--- src/rtl/vga_pkg.sv ---
// Shared types and helpers for the VGA pixel output stage.
// The Bayer helper is used only when VGA_DITHER_EN is defined.
package vga_pkg;

  typedef struct packed {
    logic [3:0] r;
    logic [3:0] g;
    logic [3:0] b;
  } rgb444_t;

  typedef struct packed {
    logic [1:0] r;
    logic [1:0] g;
    logic [1:0] b;
  } rgb222_t;

  localparam int H_ACTIVE_DEF = 640;
  localparam int V_ACTIVE_DEF = 480;

  // Ordered 2x2 Bayer threshold; odd frames use the complemented matrix.
  function automatic logic [1:0] bayer_thr(input logic x0, input logic y0, input logic odd);
    logic [1:0] t;
    case ({y0, x0})
      2'b00:   t = 2'd0;
      2'b01:   t = 2'd2;
      2'b10:   t = 2'd3;
      default: t = 2'd1;
    endcase
    return odd ? ~t : t;
  endfunction

endpackage

--- src/rtl/vga_pixel_out_if.sv ---
// Pixel-stage bus: generator/renderer/config inputs and pad-side outputs.
interface vga_pixel_out_if #(
  parameter int FRAME_W = 8
);
  logic               hs_i;
  logic               vs_i;
  logic               of_i;
  logic [9:0]         x_i;
  logic [9:0]         y_i;
  logic [11:0]        color_i;
  logic               cfg_we;
  logic               cfg_en;
  logic [11:0]        cfg_bg;
  logic [1:0]         r_o;
  logic [1:0]         g_o;
  logic [1:0]         b_o;
  logic               hs_o;
  logic               vs_o;
  logic [FRAME_W-1:0] frame_o;

  modport master (
    output hs_i, vs_i, of_i, x_i, y_i, color_i, cfg_we, cfg_en, cfg_bg,
    input  r_o, g_o, b_o, hs_o, vs_o, frame_o
  );

  modport slave (
    input  hs_i, vs_i, of_i, x_i, y_i, color_i, cfg_we, cfg_en, cfg_bg,
    output r_o, g_o, b_o, hs_o, vs_o, frame_o
  );
endinterface

--- src/rtl/vga_delay_line.sv ---
// Fixed-depth shift register with asynchronous reset to a configurable value.
module vga_delay_line #(
  parameter int               WIDTH     = 1,
  parameter int               DEPTH     = 1,
  parameter logic [WIDTH-1:0] RESET_VAL = '0
) (
  input  logic             clk,
  input  logic             rst,
  input  logic [WIDTH-1:0] din,
  output logic [WIDTH-1:0] dout
);

  logic [WIDTH-1:0] stg_p [DEPTH];

  always_ff @(posedge clk or posedge rst) begin
    if (rst) begin
      for (int i = 0; i < DEPTH; i++) stg_p[i] <= RESET_VAL;
    end else begin
      stg_p[0] <= din;
      for (int i = 1; i < DEPTH; i++) stg_p[i] <= stg_p[i-1];
    end
  end

  assign dout = stg_p[DEPTH-1];

endmodule

--- src/rtl/vga_pixel_out.sv ---
// Final VGA pixel stage: realigns syncs to renderer color, blanks, reduces to RGB222.
// Optional ordered 2x2 dither before reduction when VGA_DITHER_EN is defined.
module vga_pixel_out
  import vga_pkg::*;
#(
  parameter int LATENCY  = 2,
  parameter int H_ACTIVE = H_ACTIVE_DEF,
  parameter int V_ACTIVE = V_ACTIVE_DEF,
  parameter int FRAME_W  = 8
) (
  input  logic           clk,
  input  logic           rst,
  vga_pixel_out_if.slave bus
);

`ifdef VGA_DITHER_EN
  localparam int             TUP_W   = 5;
  localparam logic [TUP_W-1:0] TUP_RST = 5'b11000;
`else
  localparam int             TUP_W   = 3;
  localparam logic [TUP_W-1:0] TUP_RST = 3'b110;
`endif

  localparam logic [9:0] H_LIM = 10'(H_ACTIVE);
  localparam logic [9:0] V_LIM = 10'(V_ACTIVE);

`ifdef VGA_DITHER_EN
  function automatic logic [1:0] sat_reduce(input logic [3:0] c, input logic [1:0] t);
    logic [4:0] s;
    s = {1'b0, c} + {3'b000, t};
    return s[4] ? 2'b11 : s[3:2];
  endfunction
`else
  function automatic logic [1:0] trunc_reduce(input logic [3:0] c);
    return c[3:2];
  endfunction
`endif

  // Stage p0: active flag and tuple formed at the input
  logic             act_p0;
  logic [TUP_W-1:0] tup_p0;

  assign act_p0 = (bus.x_i < H_LIM) && (bus.y_i < V_LIM);
`ifdef VGA_DITHER_EN
  assign tup_p0 = {bus.hs_i, bus.vs_i, act_p0, bus.x_i[0], bus.y_i[0]};
`else
  assign tup_p0 = {bus.hs_i, bus.vs_i, act_p0};
`endif

  // Stage p1: tuple delayed to line up with the renderer color
  logic [TUP_W-1:0] tup_p1;
  logic             hs_p1, vs_p1, act_p1;

  vga_delay_line #(
    .WIDTH    (TUP_W),
    .DEPTH    (LATENCY),
    .RESET_VAL(TUP_RST)
  ) u_dly (
    .clk (clk),
    .rst (rst),
    .din (tup_p0),
    .dout(tup_p1)
  );

  assign hs_p1  = tup_p1[TUP_W-1];
  assign vs_p1  = tup_p1[TUP_W-2];
  assign act_p1 = tup_p1[TUP_W-3];

  logic               sh_en, live_en;
  rgb444_t            sh_bg, live_bg;
  logic [FRAME_W-1:0] frame_q;

  // A write landing on the commit cycle goes straight to live.
  always_ff @(posedge clk or posedge rst) begin
    if (rst) begin
      sh_en   <= 1'b1;
      sh_bg   <= '0;
      live_en <= 1'b1;
      live_bg <= '0;
    end else begin
      if (bus.cfg_we) begin
        sh_en <= bus.cfg_en;
        sh_bg <= rgb444_t'(bus.cfg_bg);
      end
      if (bus.of_i) begin
        live_en <= bus.cfg_we ? bus.cfg_en : sh_en;
        live_bg <= bus.cfg_we ? rgb444_t'(bus.cfg_bg) : sh_bg;
      end
    end
  end

  always_ff @(posedge clk or posedge rst) begin
    if (rst)           frame_q <= '0;
    else if (bus.of_i) frame_q <= frame_q + 1'b1;
  end

  rgb444_t src_p1;
  rgb222_t px_p1;
`ifdef VGA_DITHER_EN
  logic [1:0] thr_p1;
`endif

  always_comb begin
    src_p1 = live_en ? rgb444_t'(bus.color_i) : live_bg;
`ifdef VGA_DITHER_EN
    thr_p1  = bayer_thr(tup_p1[1], tup_p1[0], frame_q[0]);
    px_p1.r = sat_reduce(src_p1.r, thr_p1);
    px_p1.g = sat_reduce(src_p1.g, thr_p1);
    px_p1.b = sat_reduce(src_p1.b, thr_p1);
`else
    px_p1.r = trunc_reduce(src_p1.r);
    px_p1.g = trunc_reduce(src_p1.g);
    px_p1.b = trunc_reduce(src_p1.b);
`endif
    if (!act_p1) px_p1 = '0;
  end

  // Stage p2: output register toward the pads
  rgb222_t px_p2;
  logic    hs_p2, vs_p2;

  always_ff @(posedge clk or posedge rst) begin
    if (rst) begin
      px_p2 <= '0;
      hs_p2 <= 1'b1;
      vs_p2 <= 1'b1;
    end else begin
      px_p2 <= px_p1;
      hs_p2 <= hs_p1;
      vs_p2 <= vs_p1;
    end
  end

  assign bus.r_o     = px_p2.r;
  assign bus.g_o     = px_p2.g;
  assign bus.b_o     = px_p2.b;
  assign bus.hs_o    = hs_p2;
  assign bus.vs_o    = vs_p2;
  assign bus.frame_o = frame_q;

endmodule

--- src/flat_wrapper.sv ---
// flat-port wrapper written by rule: the top's interface ports become plain ports
module vga_pixel_out_flat import vga_pkg::*;
#(
  parameter int LATENCY  = 2,
  parameter int H_ACTIVE = H_ACTIVE_DEF,
  parameter int V_ACTIVE = V_ACTIVE_DEF,
  parameter int FRAME_W  = 8
)
  (clk, rst, bus_hs_i, bus_vs_i, bus_of_i, bus_x_i, bus_y_i, bus_color_i, bus_cfg_we, bus_cfg_en, bus_cfg_bg, bus_r_o, bus_g_o, bus_b_o, bus_hs_o, bus_vs_o, bus_frame_o);
  vga_pixel_out_if #(.FRAME_W(FRAME_W)) bus_i ();
  input  logic clk;
  input  logic rst;
  input wire logic [$bits(bus_i.hs_i)-1:0] bus_hs_i;
  input wire logic [$bits(bus_i.vs_i)-1:0] bus_vs_i;
  input wire logic [$bits(bus_i.of_i)-1:0] bus_of_i;
  input wire logic [$bits(bus_i.x_i)-1:0] bus_x_i;
  input wire logic [$bits(bus_i.y_i)-1:0] bus_y_i;
  input wire logic [$bits(bus_i.color_i)-1:0] bus_color_i;
  input wire logic [$bits(bus_i.cfg_we)-1:0] bus_cfg_we;
  input wire logic [$bits(bus_i.cfg_en)-1:0] bus_cfg_en;
  input wire logic [$bits(bus_i.cfg_bg)-1:0] bus_cfg_bg;
  output wire logic [$bits(bus_i.r_o)-1:0] bus_r_o;
  output wire logic [$bits(bus_i.g_o)-1:0] bus_g_o;
  output wire logic [$bits(bus_i.b_o)-1:0] bus_b_o;
  output wire logic [$bits(bus_i.hs_o)-1:0] bus_hs_o;
  output wire logic [$bits(bus_i.vs_o)-1:0] bus_vs_o;
  output wire logic [$bits(bus_i.frame_o)-1:0] bus_frame_o;
  assign bus_i.hs_i = bus_hs_i;
  assign bus_i.vs_i = bus_vs_i;
  assign bus_i.of_i = bus_of_i;
  assign bus_i.x_i = bus_x_i;
  assign bus_i.y_i = bus_y_i;
  assign bus_i.color_i = bus_color_i;
  assign bus_i.cfg_we = bus_cfg_we;
  assign bus_i.cfg_en = bus_cfg_en;
  assign bus_i.cfg_bg = bus_cfg_bg;
  assign bus_r_o = bus_i.r_o;
  assign bus_g_o = bus_i.g_o;
  assign bus_b_o = bus_i.b_o;
  assign bus_hs_o = bus_i.hs_o;
  assign bus_vs_o = bus_i.vs_o;
  assign bus_frame_o = bus_i.frame_o;
  vga_pixel_out #(.LATENCY(LATENCY), .H_ACTIVE(H_ACTIVE), .V_ACTIVE(V_ACTIVE), .FRAME_W(FRAME_W)) u_core (.clk(clk), .rst(rst), .bus(bus_i));
endmodule
--- config.mk ---
export PLATFORM = sky130hd
export DESIGN_NAME = vga_pixel_out_flat
export DESIGN_NICKNAME = d
export VERILOG_FILES = /design/src/rtl/vga_pkg.sv /design/src/rtl/vga_pixel_out_if.sv /design/src/rtl/vga_delay_line.sv /design/src/rtl/vga_pixel_out.sv /design/src/flat_wrapper.sv
export SDC_FILE = /design/constraint.sdc
export NUM_CORES = 1
export LEC_CHECK = 0
export ABC_AREA = 1
export BUFFER_PORTS_ARGS = -buffer_cell sky130_fd_sc_hd__buf_2
export CELL_PAD_IN_SITES_DETAIL_PLACEMENT = 0
export CELL_PAD_IN_SITES_GLOBAL_PLACEMENT = 2
export CORE_MARGIN = 2
export CORE_UTILIZATION = 28
export CTS_CLUSTER_SIZE = 28
export DETAILED_ROUTE_END_ITERATION = 8
export GPL_TIMING_DRIVEN = 0
export PLACE_DENSITY_LB_ADDON = 0.1
export SLEW_MARGIN = 25
export SYNTH_ARGS = -nofsm -noshare
export SYNTH_HDL_FRONTEND = slang
export SYNTH_HIERARCHICAL = 1
export SYNTH_SLANG_ARGS = --single-unit
--- constraint.sdc ---
create_clock -name clk -period 1.9 [get_ports clk]
set_clock_uncertainty 0.2 [all_clocks]
set_input_delay 0.38 -clock clk [delete_from_list [all_inputs] [get_ports clk]]
set_output_delay 0.38 -clock clk [all_outputs]
set_load 0.02 [all_outputs]
# Word level (Yosys, flattened, before mapping)
# Index checks and enable logic that the tools add are counted.
# Widths: inputs -> output; s select.
dict set report word_totals {
  reg_bits 48
  in_bits 51
  elab_cells 24
}
dict set report op_classes {
  n_addsub 1
  order_cmp 2
  n_mux 4
  n_reduce_logical 1
}
# operator count
set op_table {}
lappend op_table {{$mux 12} 2}
lappend op_table {{$lt 10x10->1 const B} 1}
lappend op_table {{$lt 10x9->1 const B} 1}
lappend op_table {{$add 8x1->8 const B} 1}
lappend op_table {{$mux 6} 1}
lappend op_table {{$logic_and 1x1->1} 1}
lappend op_table {{$mux 1} 1}

# Depth between registers and ports, before layout
dict set report logic_depth {
  word_depth 2
  depth_mapped 7
}

# By module
# The synthesis kept the hierarchy.
# module n_inst cells_each area_each_um2
set by_module_without_submodules {}
lappend by_module_without_submodules {vga_pixel_out 1 124 1247.4}
lappend by_module_without_submodules {vga_delay_line 1 10 181.4}

# Worst setup path after synthesis
# No wires, ideal clock.
dict set report synth_timing {
  path_kind {register to register}
  startpoint {register u_core.frame_q[0] (netlist: u_core/bus.frame_o[0])}
  endpoint {register u_core.frame_q[4] (netlist: u_core/bus.frame_o[4])}
  setup_ns 0.129
  arrival_time_ns 1.086
  required_ns 1.571
  path_slack_ns 0.484
  path_stages_with_launch 6
  n_path_buf 0
  synth_period_minus_slack_ns 1.416
  cell_sequence {dfrtp_1 -> ha_1 -> nand2_2 -> nor2_2 -> nand2_1 -> xnor2_1}
}
dict set report synth_via {
  elab_chain_cells 1
}
# element line_no
set synth_lines {}
lappend synth_lines {{from (decl)} vga_pixel_out.sv:71} ;# logic [FRAME_W-1:0] frame_q;
lappend synth_lines {{from (signal assigned)} vga_pixel_out.sv:94} ;# else if (bus.of_i) frame_q <= frame_q + 1'b1;
lappend synth_lines {{$add 8x1->8} vga_pixel_out.sv:94}
# Every way passes these cells.
# A chain may end at the register's enable or synchronous reset.

# Worst setup path after layout
dict set report layout_timing {
  startpoint {register u_core.vs_p2 (netlist: u_core/bus.vs_o)}
  endpoint {output bus_vs_o}
}
# element line_no
set layout_rtl {}
lappend layout_rtl {{from (decl)} vga_pixel_out.sv:120} ;# logic hs_p2, vs_p2;
lappend layout_rtl {{from (signal assigned)} vga_pixel_out.sv:130} ;# vs_p2 <= vs_p1;
lappend layout_rtl {{to (decl)} flat_wrapper.sv:26} ;# output wire logic [$bits(bus_i.vs_o)-1:0] bus_vs_o;
# No word-level cell between the ends.

==> results.toml <==
[worst_setup_path]
critical_path.top_delay_family = "flip-flops"
crit_path_top_delay_cell = "sky130_fd_sc_hd__dfstp_2"
worstSetupEndpointType = "output port"
critPathRequiredTime_ns = 1.32
setup_crit_path_kind = "register to output port"
critPathArrivalTime_ns = 0.94
critical_path.max_fanout = 1
cp_slowest_stage_delay_ns = 0.51
cp_num_buf_inv = 1
worst_setup_path_start_kind = "register"
critical_path.cell_chain = "buf_2"

[synth]
synth_area_per_cell_um2 = 10.7
synth.area.top_cells = "sky130_fd_sc_hd__dfrtp_1 49%, sky130_fd_sc_hd__dfstp_2 15%, sky130_fd_sc_hd__o21ai_0 6.3%"
post_synth_edffs = 0
synthesis.instances = 134
most_frequent_cell_after_synthesis = "sky130_fd_sc_hd__dfrtp_1"
yosys_top_cell_area_share = 0.490
distinct_cell_type_count_after_synthesis = 21
synth_area_um2 = 1430
synthArstFlopShare = 1.00
ys_dominant_reg_cell = "sky130_fd_sc_hd__dfrtp_1"
synthesis.yosys.warnings = 6
postSynthRegisterBits = 36
post-synth-top-area-cell = "sky130_fd_sc_hd__dfrtp_1"
synth_top_cells_by_count = "28 x sky130_fd_sc_hd__dfrtp_1, 24 x sky130_fd_sc_hd__inv_1, 23 x sky130_fd_sc_hd__nand2_1"
seq_area_frac_synth = 0.637
mappedNetlistNets = 186

[status]
outcome = "finished, final reports clean"

[layout]
diodes = 0
fillCellCount = 517
drive_above_1_share = 0.382
num-nets-final = 237
final_util = 0.380
area.growth.synth_to_final_pct = 28.0

[clocking]
clock_path_buffers = 2
post_cts.repair.setup_buffers = 0
insertion_delay_ns = 0.28
cts.sinks = 36
post_cts_resize_count = 0
htreeDepth = 2
holdBufCountCts = 3
cts_buffers = 5
worst_setup_hold_path_clk_slew_ns = 0.07
cts_tree = "yes"
cts.root.buffer_cell = "sky130_fd_sc_hd__clkbuf_8"

[timing]
period_share = 0.802
setup_viol = 0
setup_total_negative_slack_ns = 0
min_period_ns = 1.52
max_freq_mhz = 656
finalHoldViolCount = 0
tightestPinTransition_ns = 0.630
drv_slew = 0
grt_setup_unrepaired = "false"
relSlewSlack = 0.579

[detailed_routing]
number_of_vias_per_cell = 3.91
detailedRoute.firstPassIterationCount = 4
drtAntennaViolNets = 0
drt_drc_violations_left = 0
drt_iter0_drc = 44
avgRoutedWirePerCell_um = 10.3
drt_wl_total_um = 2610
route.vias.total = 990

[pwr]
share_seq_of_total_power = 0.495
pwr_dens_nw_per_um2 = 1110
internal_power_mw = 1.35
max-vdd-ir-drop_mv = 0.666
clock_power_frac = 0.253
sw_frac_of_total = 0.330
net-switching-power_mw = 0.667
comb_power_share = 0.252
power_leakage_nw = 0.938

[grt]
grt_first_pass_wirelength_um = 4270
grt_use_total = 0.105
grt_max_degree = 31
grt_remaining_overflow = 0
number_of_antenna_violations_at_the_first_check_in_global_routing = 0
number_of_global_route_vias_before_repair = 954

[die]
io-pin-count = 67
fp.dieArea_um2 = 5690
fp.coreArea_um2 = 4820
die-height_um = 75.4
num_rows = 25
starting_density_of_the_core = 0.297
fp.dieW_um = 75.4

[run]
max_cap_violations = 0

[min_path]
hold_path_class = "primary input to register"

[placed_design]
detailedPlacementHpwl_um = 1880
numPortBuffers = 41
routabilityCongestion = 0.684
power by group through the flow:
stage / clock network [mW] / registers [mW] / logic (mW)
final: 0.512 / 1.00 / 0.509
after global placement: 0 / 1.01 / 0.504
after floorplan: 0 / 1.11 / 0.238
after CTS: 0.537 / 1.01 / 0.520
after detailed placement: 0 / 1.02 / 0.512
after global routing: 0.573 / 1.03 / 0.576
state kept, by name (all words and copies together) (netlist names):
register	flops
u_core/sh_bg	6
u_core/sh_en	1
u_core/u_dly/dout	3
u_core/bus.frame_o	8
u_core/bus.hs_o	1
u_core/live_en	1
u_core/bus.g_o	2
u_core/live_bg	6
u_core/u_dly/stg_p	3
u_core/bus.r_o	2
u_core/bus.vs_o	1
u_core/bus.b_o	2
kinds of logic after synthesis:
logic type,Yosys count,synth area share
flops,36,0.637
simple gates,33,0.111
buf+inv,31,0.102
compound gates,27,0.102
xor+xnor,5,0.0307
mux,1,0.00788
fa+ha+maj,1,0.00876
cells in the final DEF (no fill, tap or decap), types with 3 or more instances in the layout:
master,netlist,final
sky130_fd_sc_hd__buf_4,3,3
sky130_fd_sc_hd__a21oi_1,6,6
sky130_fd_sc_hd__clkbuf_8,0,5
sky130_fd_sc_hd__dfrtp_1,28,28
sky130_fd_sc_hd__nand4_1,3,3
sky130_fd_sc_hd__inv_1,24,23
sky130_fd_sc_hd__o21ai_0,18,18
sky130_fd_sc_hd__xor2_1,3,3
sky130_fd_sc_hd__buf_2,2,43
sky130_fd_sc_hd__o21ai_2,3,3
sky130_fd_sc_hd__dfstp_2,8,8
sky130_fd_sc_hd__dlygate4sd3_1,0,3
sky130_fd_sc_hd__nand2_1,23,23
cell type report:
type / instances / area, um^2 / area share
inverters: 24 / 90.1 / 0.0492
repair buffers: 44 / 235 / 0.129
clock inverters: 1 / 5.00 / 0.00274
well taps: 67 / 83.8 / 0.0458
plain buffers: 7 / 55.1 / 0.0301
clock buffers: 7 / 76.3 / 0.0417
flip-flops and latches: 36 / 911 / 0.498
multi-input cells: 67 / 373 / 0.204
path summary, 6_finish.rpt:
path	from	end	slack, ns	depth (start not counted)
max reg2reg	u_core/bus.frame_o[0]	u_core/bus.frame_o[4]	0.55	5
min in group asynchronous	rst	u_core/u_dly/stg_p[3]	0.37	3
max	u_core/bus.vs_o	bus_vs_o	0.38	1
min reg2reg	u_core/u_dly/stg_p[3]	u_core/u_dly/dout[0]	0.15	0
max in group asynchronous	rst	u_core/bus.frame_o[3]	0.55	3
min	bus_cfg_bg[10]	u_core/sh_bg[10]	0.11	3
routing by layer:
| metal | vias to the layer above | GRT usage | share of wire |
|---|---|---|---|
| li1 | 516 | - | - |
| met1 | 437 | 0.128 | 0.43 |
| met2 | 31 | 0.157 | 0.48 |
| met3 | 6 | 0.0450 | 0.076 |
| met4 | 0 | 0.0526 | 0.015 |
| met5 | - | 0 | 0 |
metrics by stage:
stage / instances / power, mW / hold slack (ns) / worst slack (ns) / instance area [um^2]
2_1_floorplan: 134 / 1.35 / -0.0319 / 0.484 / 1430
3_3_place_gp: 242 / 1.52 / 0.105 / 0.176 / 1720
3_5_place_dp: 242 / 1.53 / 0.120 / 0.533 / 1720
4_1_cts: 253 / 2.06 / 0.106 / 0.358 / 1830
5_1_grt: 253 / 2.18 / 0.119 / 0.333 / 1830
6_report: 253 / 2.02 / 0.115 / 0.377 / 1830
tightest hold or removal path, cell delays in order:
cell                      delay [ns]
sky130_fd_sc_hd__buf_2          0.07
sky130_fd_sc_hd__nand2_1        0.05
sky130_fd_sc_hd__o21ai_2        0.06
No activity file was read; power rests on OpenSTA's default activity.
